--- src/rtl/mm_master_if.sv ---
// Command, response and Avalon-MM bus signals of the mm_master initiator.
// master = the initiator's view; slave = the view of the sequencer and bus slave around it.
interface mm_master_if #(
    parameter int AW = 8,
    parameter int DW = 16
) ();
    logic          cmd_valid;
    logic          cmd_ready;
    logic          cmd_write;
    logic [AW-1:0] cmd_address;
    logic [DW-1:0] cmd_writedata;
    logic          rsp_valid;
    logic          rsp_ready;
    logic [DW-1:0] rsp_readdata;
    logic          rsp_error;
    logic [AW-1:0] avm_address;
    logic          avm_read;
    logic          avm_write;
    logic [DW-1:0] avm_writedata;
    logic [DW-1:0] avm_readdata;
    logic          avm_waitrequest;

    modport master (
        input  cmd_valid, cmd_write, cmd_address, cmd_writedata,
        output cmd_ready,
        output rsp_valid, rsp_readdata, rsp_error,
        input  rsp_ready,
        output avm_address, avm_read, avm_write, avm_writedata,
        input  avm_readdata, avm_waitrequest
    );

    modport slave (
        output cmd_valid, cmd_write, cmd_address, cmd_writedata,
        input  cmd_ready,
        input  rsp_valid, rsp_readdata, rsp_error,
        output rsp_ready,
        input  avm_address, avm_read, avm_write, avm_writedata,
        output avm_readdata, avm_waitrequest
    );
endinterface

--- src/rtl/mm_master.sv ---
// Avalon-MM initiator: one command -> one bus transfer -> one response; >=3 cycles per command.
// Backpressure: waitrequest stretches the strobe (bounded by TIMEOUT); rsp_ready low holds the response.
module mm_master #(
    parameter int AW      = 8,
    parameter int DW      = 16,
    parameter int TIMEOUT = 255
) (
    input  logic         clk,
    input  logic         rst,
    mm_master_if.master  bus
);
    localparam logic [1:0] S_IDLE = 2'd0;
    localparam logic [1:0] S_BUS  = 2'd1;
    localparam logic [1:0] S_RESP = 2'd2;

    localparam int             CW       = (TIMEOUT > 0) ? $clog2(TIMEOUT + 1) : 1;
    localparam logic [CW-1:0]  CNT_LAST = CW'((TIMEOUT > 0) ? TIMEOUT - 1 : 0);

    logic [1:0]    state_q, state_d;
    logic          write_q, write_d;
    logic [AW-1:0] addr_q,  addr_d;
    logic [DW-1:0] wdata_q, wdata_d;
    logic [DW-1:0] rdata_q, rdata_d;
    logic          err_q,   err_d;
    logic [CW-1:0] cnt_q,   cnt_d;

    // cnt_q counts completed BUS cycles, so it equals CNT_LAST during BUS cycle TIMEOUT.
    always_comb begin
        state_d = state_q;
        write_d = write_q;
        addr_d  = addr_q;
        wdata_d = wdata_q;
        rdata_d = rdata_q;
        err_d   = err_q;
        cnt_d   = cnt_q;
        case (state_q)
            S_IDLE: begin
                if (bus.cmd_valid) begin
                    state_d = S_BUS;
                    write_d = bus.cmd_write;
                    addr_d  = bus.cmd_address;
                    wdata_d = bus.cmd_writedata;
                    cnt_d   = '0;
                end
            end
            S_BUS: begin
                if (!bus.avm_waitrequest) begin
                    state_d = S_RESP;
                    rdata_d = write_q ? '0 : bus.avm_readdata;
                    err_d   = 1'b0;
                end else if ((TIMEOUT != 0) && (cnt_q == CNT_LAST)) begin
                    state_d = S_RESP;
                    rdata_d = '0;
                    err_d   = 1'b1;
                end else if (TIMEOUT != 0) begin
                    cnt_d = cnt_q + 1'b1;
                end
            end
            S_RESP: begin
                if (bus.rsp_ready) begin
                    state_d = S_IDLE;
                end
            end
            default: begin
                state_d = S_IDLE;
            end
        endcase
    end

    always_ff @(posedge clk) begin
        if (rst) begin
            state_q <= S_IDLE;
            write_q <= 1'b0;
            addr_q  <= '0;
            wdata_q <= '0;
            rdata_q <= '0;
            err_q   <= 1'b0;
            cnt_q   <= '0;
        end else begin
            state_q <= state_d;
            write_q <= write_d;
            addr_q  <= addr_d;
            wdata_q <= wdata_d;
            rdata_q <= rdata_d;
            err_q   <= err_d;
            cnt_q   <= cnt_d;
        end
    end

    // cmd_ready is gated by rst so it reads 0 for the whole reset window.
    assign bus.cmd_ready     = (state_q == S_IDLE) && !rst;
    assign bus.avm_read      = (state_q == S_BUS) && !write_q;
    assign bus.avm_write     = (state_q == S_BUS) &&  write_q;
    assign bus.avm_address   = addr_q;
    assign bus.avm_writedata = wdata_q;
    assign bus.rsp_valid     = (state_q == S_RESP);
    assign bus.rsp_readdata  = rdata_q;
    assign bus.rsp_error     = err_q;
endmodule

--- src/flat_wrapper.sv ---
// flat-port wrapper written by rule: the top's interface ports become plain ports
module mm_master_flat 
#(
    parameter int AW      = 8,
    parameter int DW      = 16,
    parameter int TIMEOUT = 255
)
  (clk, rst, bus_cmd_valid, bus_cmd_write, bus_cmd_address, bus_cmd_writedata, bus_cmd_ready, bus_rsp_valid, bus_rsp_readdata, bus_rsp_error, bus_rsp_ready, bus_avm_address, bus_avm_read, bus_avm_write, bus_avm_writedata, bus_avm_readdata, bus_avm_waitrequest);
  mm_master_if #(.AW(AW), .DW(DW)) bus_i ();
  input  logic clk;
  input  logic rst;
  input wire logic [$bits(bus_i.cmd_valid)-1:0] bus_cmd_valid;
  input wire logic [$bits(bus_i.cmd_write)-1:0] bus_cmd_write;
  input wire logic [$bits(bus_i.cmd_address)-1:0] bus_cmd_address;
  input wire logic [$bits(bus_i.cmd_writedata)-1:0] bus_cmd_writedata;
  output wire logic [$bits(bus_i.cmd_ready)-1:0] bus_cmd_ready;
  output wire logic [$bits(bus_i.rsp_valid)-1:0] bus_rsp_valid;
  output wire logic [$bits(bus_i.rsp_readdata)-1:0] bus_rsp_readdata;
  output wire logic [$bits(bus_i.rsp_error)-1:0] bus_rsp_error;
  input wire logic [$bits(bus_i.rsp_ready)-1:0] bus_rsp_ready;
  output wire logic [$bits(bus_i.avm_address)-1:0] bus_avm_address;
  output wire logic [$bits(bus_i.avm_read)-1:0] bus_avm_read;
  output wire logic [$bits(bus_i.avm_write)-1:0] bus_avm_write;
  output wire logic [$bits(bus_i.avm_writedata)-1:0] bus_avm_writedata;
  input wire logic [$bits(bus_i.avm_readdata)-1:0] bus_avm_readdata;
  input wire logic [$bits(bus_i.avm_waitrequest)-1:0] bus_avm_waitrequest;
  assign bus_i.cmd_valid = bus_cmd_valid;
  assign bus_i.cmd_write = bus_cmd_write;
  assign bus_i.cmd_address = bus_cmd_address;
  assign bus_i.cmd_writedata = bus_cmd_writedata;
  assign bus_cmd_ready = bus_i.cmd_ready;
  assign bus_rsp_valid = bus_i.rsp_valid;
  assign bus_rsp_readdata = bus_i.rsp_readdata;
  assign bus_rsp_error = bus_i.rsp_error;
  assign bus_i.rsp_ready = bus_rsp_ready;
  assign bus_avm_address = bus_i.avm_address;
  assign bus_avm_read = bus_i.avm_read;
  assign bus_avm_write = bus_i.avm_write;
  assign bus_avm_writedata = bus_i.avm_writedata;
  assign bus_i.avm_readdata = bus_avm_readdata;
  assign bus_i.avm_waitrequest = bus_avm_waitrequest;
  mm_master #(.AW(AW), .DW(DW), .TIMEOUT(TIMEOUT)) u_core (.clk(clk), .rst(rst), .bus(bus_i));
endmodule
--- config.mk ---
export PLATFORM = sky130hd
export DESIGN_NAME = mm_master_flat
export DESIGN_NICKNAME = d
export VERILOG_FILES = /design/src/rtl/mm_master_if.sv /design/src/rtl/mm_master.sv /design/src/flat_wrapper.sv
export SDC_FILE = /design/constraint.sdc
export NUM_CORES = 1
export LEC_CHECK = 0
export BUFFER_PORTS_ARGS = -buffer_cell sky130_fd_sc_hd__buf_2
export CAP_MARGIN = 20
export CORE_MARGIN = 2
export CORE_UTILIZATION = 49
export CTS_CLUSTER_SIZE = 25
export DETAILED_ROUTE_END_ITERATION = 7
export GPL_TIMING_DRIVEN = 0
export PLACE_DENSITY_LB_ADDON = 0.08
export SLEW_MARGIN = 10
export SYNTH_ARGS = -nofsm -noshare
export SYNTH_HDL_FRONTEND = slang
export SYNTH_SLANG_ARGS = --single-unit
--- constraint.sdc ---
create_clock -name clk -period 4.4 [get_ports clk]
set_input_delay 0.44 -clock clk [delete_from_list [all_inputs] [get_ports clk]]
set_output_delay 0.44 -clock clk [all_outputs]
set_load 0.005 [all_outputs]
==> reports/results.env <==
FIN_AREA_SQ_UM=2577
DIEAREA_SQ_UM=4547
NUM_ROWS=23
CLK_ROOT_BUFFER_CELL='sky130_fd_sc_hd__clkbuf_8'
SYNTH.CELL_AREA_SQ_UM=1972
LAYOUT_COMMON_CELLS='93 x sky130_fd_sc_hd__buf_2, 53 x sky130_fd_sc_hd__nand2_1, 52 x sky130_fd_sc_hd__dfxtp_1'
POSTSYNTHREGISTERBITS=52
TIMING.CRITICAL_PATH.ARRIVAL_NS=2.11
MAX_CLOCK_FREQ_MHz=533.4
YOSYS_WARNINGS=0
PLACE_CONGESTION=0.8200
SEQUENTIALPOWERSHARE=0.567
HOLD_PATH_CLASS='in2reg'
AREA_DELTA_SYNTH_FINAL_PCT=30.71
RESULT_OF_THE_RUN='completed'
MAXCAPVIOLATIONS=0
SETUP-VIOLATIONS-FINAL=0
GLOBAL_ROUTE.OVERFLOW_TOTAL=0
CELLPOWERDENSITY_nW_PER_UM2=345.0
SLEW-LIMIT-HEADROOM=0.6825
POST_PLACEMENT_CELL_AREA_SQ_UM=2485
YS.FLOP_TYPE='sky130_fd_sc_hd__dfxtp_1'
PERIOD_SHARE=0.4261
FLOORPLAN.DIE.HEIGHT_UM=67.44
CLOCK_TREE_FROM_TRITONCTS='built'
VIOLATION_COUNT_AFTER_THE_FIRST_DETAILED_ROUTING_ITERATION=27
POST_ROUTE_CELLS_DRIVE_ABOVE_1_SHARE=0.3438
POST-CTS-SETUP-BUFFERS=0
SYNTH.AVG_CELL_AREA_SQ_UM=9.004
INITIAL_ANTENNA_VIOLATION_COUNT=0
CRITPATHKIND='reg2reg'
FILLCELLCOUNT=354
SEQ_TOTAL_AREA_YOSYS=0.5279
SETUP_TNS_NS=0
AREA_OF_THE_MULTI_INPUT_GATES_SQ_UM=855.8
DESIGN.FINAL.NETS=364
GRT_SETUP_UNREPAIRED='no'
CORE_AREA_SQ_UM=3943
DIODES=0
WL_UM=4360
START_UTIL=0.5002
NUMPORTBUFFERS=90
WORST_CASE_HOLD_SLACK_NS=0.3503
ACTUAL_TRANSITION_AT_THE_WORST_MAX_TRANSITION_PIN_NS=0.4741
OVERALL_POWER_AFTER_LAYOUT_mW=0.8891
WORST-PATH-MAX-FANOUT=10
POWER_LEAKAGE_nW=1.187
FINAL_ROUTED_DRC_VIOLATION_TOTAL=0
CLKPWRFRAC=0.306
WORST_PATH_MAX_DELAY_CELL='sky130_fd_sc_hd__dfxtp_1'
ASYNC_FLOP_SHARE=0
FINAL_SKEW_NS=0.01177
GRTUSAGETOTAL=0.1932
STARTPOINT_TYPE_OF_THE_WORST_SETUP_PATH='flip-flop'
CP-END-KIND='flip-flop'
FINALHOLDVIOLATIONS=0
DPL.HPWL_UM=3207
CLOCK_INSERTION_DELAY_WORST_SKEW_NS=0.30
ANT_NETS=0
MOSTFREQUENTLAYOUTCELL='sky130_fd_sc_hd__buf_2'
FINALCOREUTILIZATION=0.6538
CRITICAL_PATH.MAX_STAGE_DELAY_NS=0.43
CP_CELL_SEQUENCE='inv_1 > ha_1 > nand3_1 > o21ai_1 > a21oi_2 > buf_2 > a22o_1'
P_INT_mW=0.6702
GLOBAL_ROUTE_WIRE_LENGTH_BEFORE_REPAIR_UM=6720
VIA_PER_INST=4.948
VIA_COUNT_OF_THE_FIRST_GLOBAL_ROUTING_PASS=1568
SYNTH_EDF_COUNT=0
POST_CTS.RESIZED_INSTANCES=0
CELLS_AFTER_SYNTHESIS=219
SYNTH_NETS=267
DATA_REQUIRED_CRITICAL_PATH_NS=4.64
MINIMUM_PERIOD_IMPLIED_BY_THE_FINAL_WORST_SETUP_SLACK_NS=1.875
YS_TYPES=32
WORST_IR_DROP_VDD_mV=0.2192
SEQCELLAREA_SQ_UM=1041
CTS_HOLD_REPAIR.BUFFERS=0
BUFFER_DEPTH_OF_THE_LONGEST_CLOCK_PATH=2
GRT_START_MAX_NET_PINS=16
POWER_SWITCHING_SHARE=0.2462
DRTPASS1ITERATIONS=4
CTS_HTREE_LEVELS=2
BOUNDARYPINS=91
CLK_PIN_SLEW_WORST_PATHS_NS=0.08
NUM_VIAS=1816
NET-SWITCHING-POWER_mW=0.2189
FLOORPLAN.DIE.WIDTH_UM=67.44
DETAIL_ROUTE.WL_PER_CELL_UM=11.88
NUMCTSBUFFERS=5
POWER_FRAC_COMB=0.127
CTS.SINK_COUNT=52
REPORT.FINAL.SLEW_VIOL_COUNT=0
cell type report:
type                       count  share of cell area
sequential                    52              0.4039
multi-input combinational    150              0.3320
timing repair buffer          90              0.1748
clock buffer                   6             0.03204
buffer                        14             0.02476
tap                           50             0.02427
inverter                       3            0.004369
clock inverter                 2            0.003883
critical path: cells and delay by family (launching register included):
family                     cells  cell delay [ns]
AOI/OAI and AO/OA              3             0.64
adders and majority gates      1             0.21
buffers and inverters          2             0.38
DFF                            1             0.43
and+or+nand+nor                1             0.17
final timing paths:
kind                                            startpoint                                        to  slack [ns]  cells past startpoint
setup reg to reg              u_core.cnt_q[0]$_SDFFE_PP0P_  u_core.bus.rsp_readdata[11]$_SDFFE_PP0P_        2.53                      7
setup / recovery              u_core.cnt_q[0]$_SDFFE_PP0P_  u_core.bus.rsp_readdata[11]$_SDFFE_PP0P_        2.53                      7
hold reg to reg   u_core.bus.avm_writedata[9]$_SDFFE_PP0P_  u_core.bus.avm_writedata[9]$_SDFFE_PP0P_        0.45                      2
hold / removal                         bus_avm_readdata[1]   u_core.bus.rsp_readdata[1]$_SDFFE_PP0P_        0.35                      2
logic make-up (layout without fill, tap and decap cells):
group	count (synthesis)	in the layout	synth area share
AOI/OAI and AO/OA	58	58	0.1973
adders and majority gates	2	2	0.01269
muxes	1	1	0.005710
and+or+nand+nor	89	89	0.2183
buffers and inverters	17	115	0.03807
DFF	52	52	0.5279
state kept, by name, summed over array words and instances, names as in the netlist:
register,flops
u_core.state_q,2
u_core.write_q,1
u_core.cnt_q,8
u_core.bus.avm_address,8
u_core.bus.rsp_error,1
u_core.bus.avm_writedata,16
u_core.bus.rsp_readdata,16
synthesized netlist by cell type, types with 2 or more instances:
cell type | count | area [sq um]
sky130_fd_sc_hd__nand2_1 | 53 | 198.9
sky130_fd_sc_hd__a21oi_1 | 30 | 150.1
sky130_fd_sc_hd__nor3_1 | 3 | 15.01
sky130_fd_sc_hd__a31oi_1 | 4 | 25.02
sky130_fd_sc_hd__nor2_1 | 5 | 18.77
sky130_fd_sc_hd__buf_2 | 3 | 15.01
sky130_fd_sc_hd__ha_1 | 2 | 25.02
sky130_fd_sc_hd__a22o_1 | 16 | 140.1
sky130_fd_sc_hd__or4_1 | 2 | 15.01
sky130_fd_sc_hd__clkbuf_1 | 10 | 37.54
sky130_fd_sc_hd__or3_1 | 2 | 12.51
sky130_fd_sc_hd__o211ai_1 | 3 | 22.52
sky130_fd_sc_hd__dfxtp_1 | 52 | 1041
sky130_fd_sc_hd__inv_1 | 3 | 11.26
sky130_fd_sc_hd__nand3_1 | 13 | 65.06
sky130_fd_sc_hd__and2b_1 | 2 | 15.01
power groups by stage:
stage / Combinational, mW / Sequential (mW) / Clock (mW)
2_1_floorplan: 0.0560 / 0.517 / 0
3_3_place_gp: 0.114 / 0.515 / 0
3_5_place_dp: 0.115 / 0.516 / 0
4_1_cts: 0.115 / 0.505 / 0.281
5_1_grt: 0.127 / 0.508 / 0.296
6_report: 0.113 / 0.505 / 0.272
through the flow:
step                      worst slack [ns]  std cells
after floorplan                      2.861        219
after global placement               2.558        359
after detailed placement             2.536        359
after CTS                            2.491        367
after global routing                 2.411        367
final                                2.525        367
routing by layer:
metal	vias to the layer above	GRT usage	routed length [um]
met4	0	0.06122	23
met5	-	0	0
met2	64	0.3181	1991
met1	794	0.2427	2033
li1	956	-	-
met3	2	0.05833	311
No activity file was read; power rests on OpenSTA's default activity.
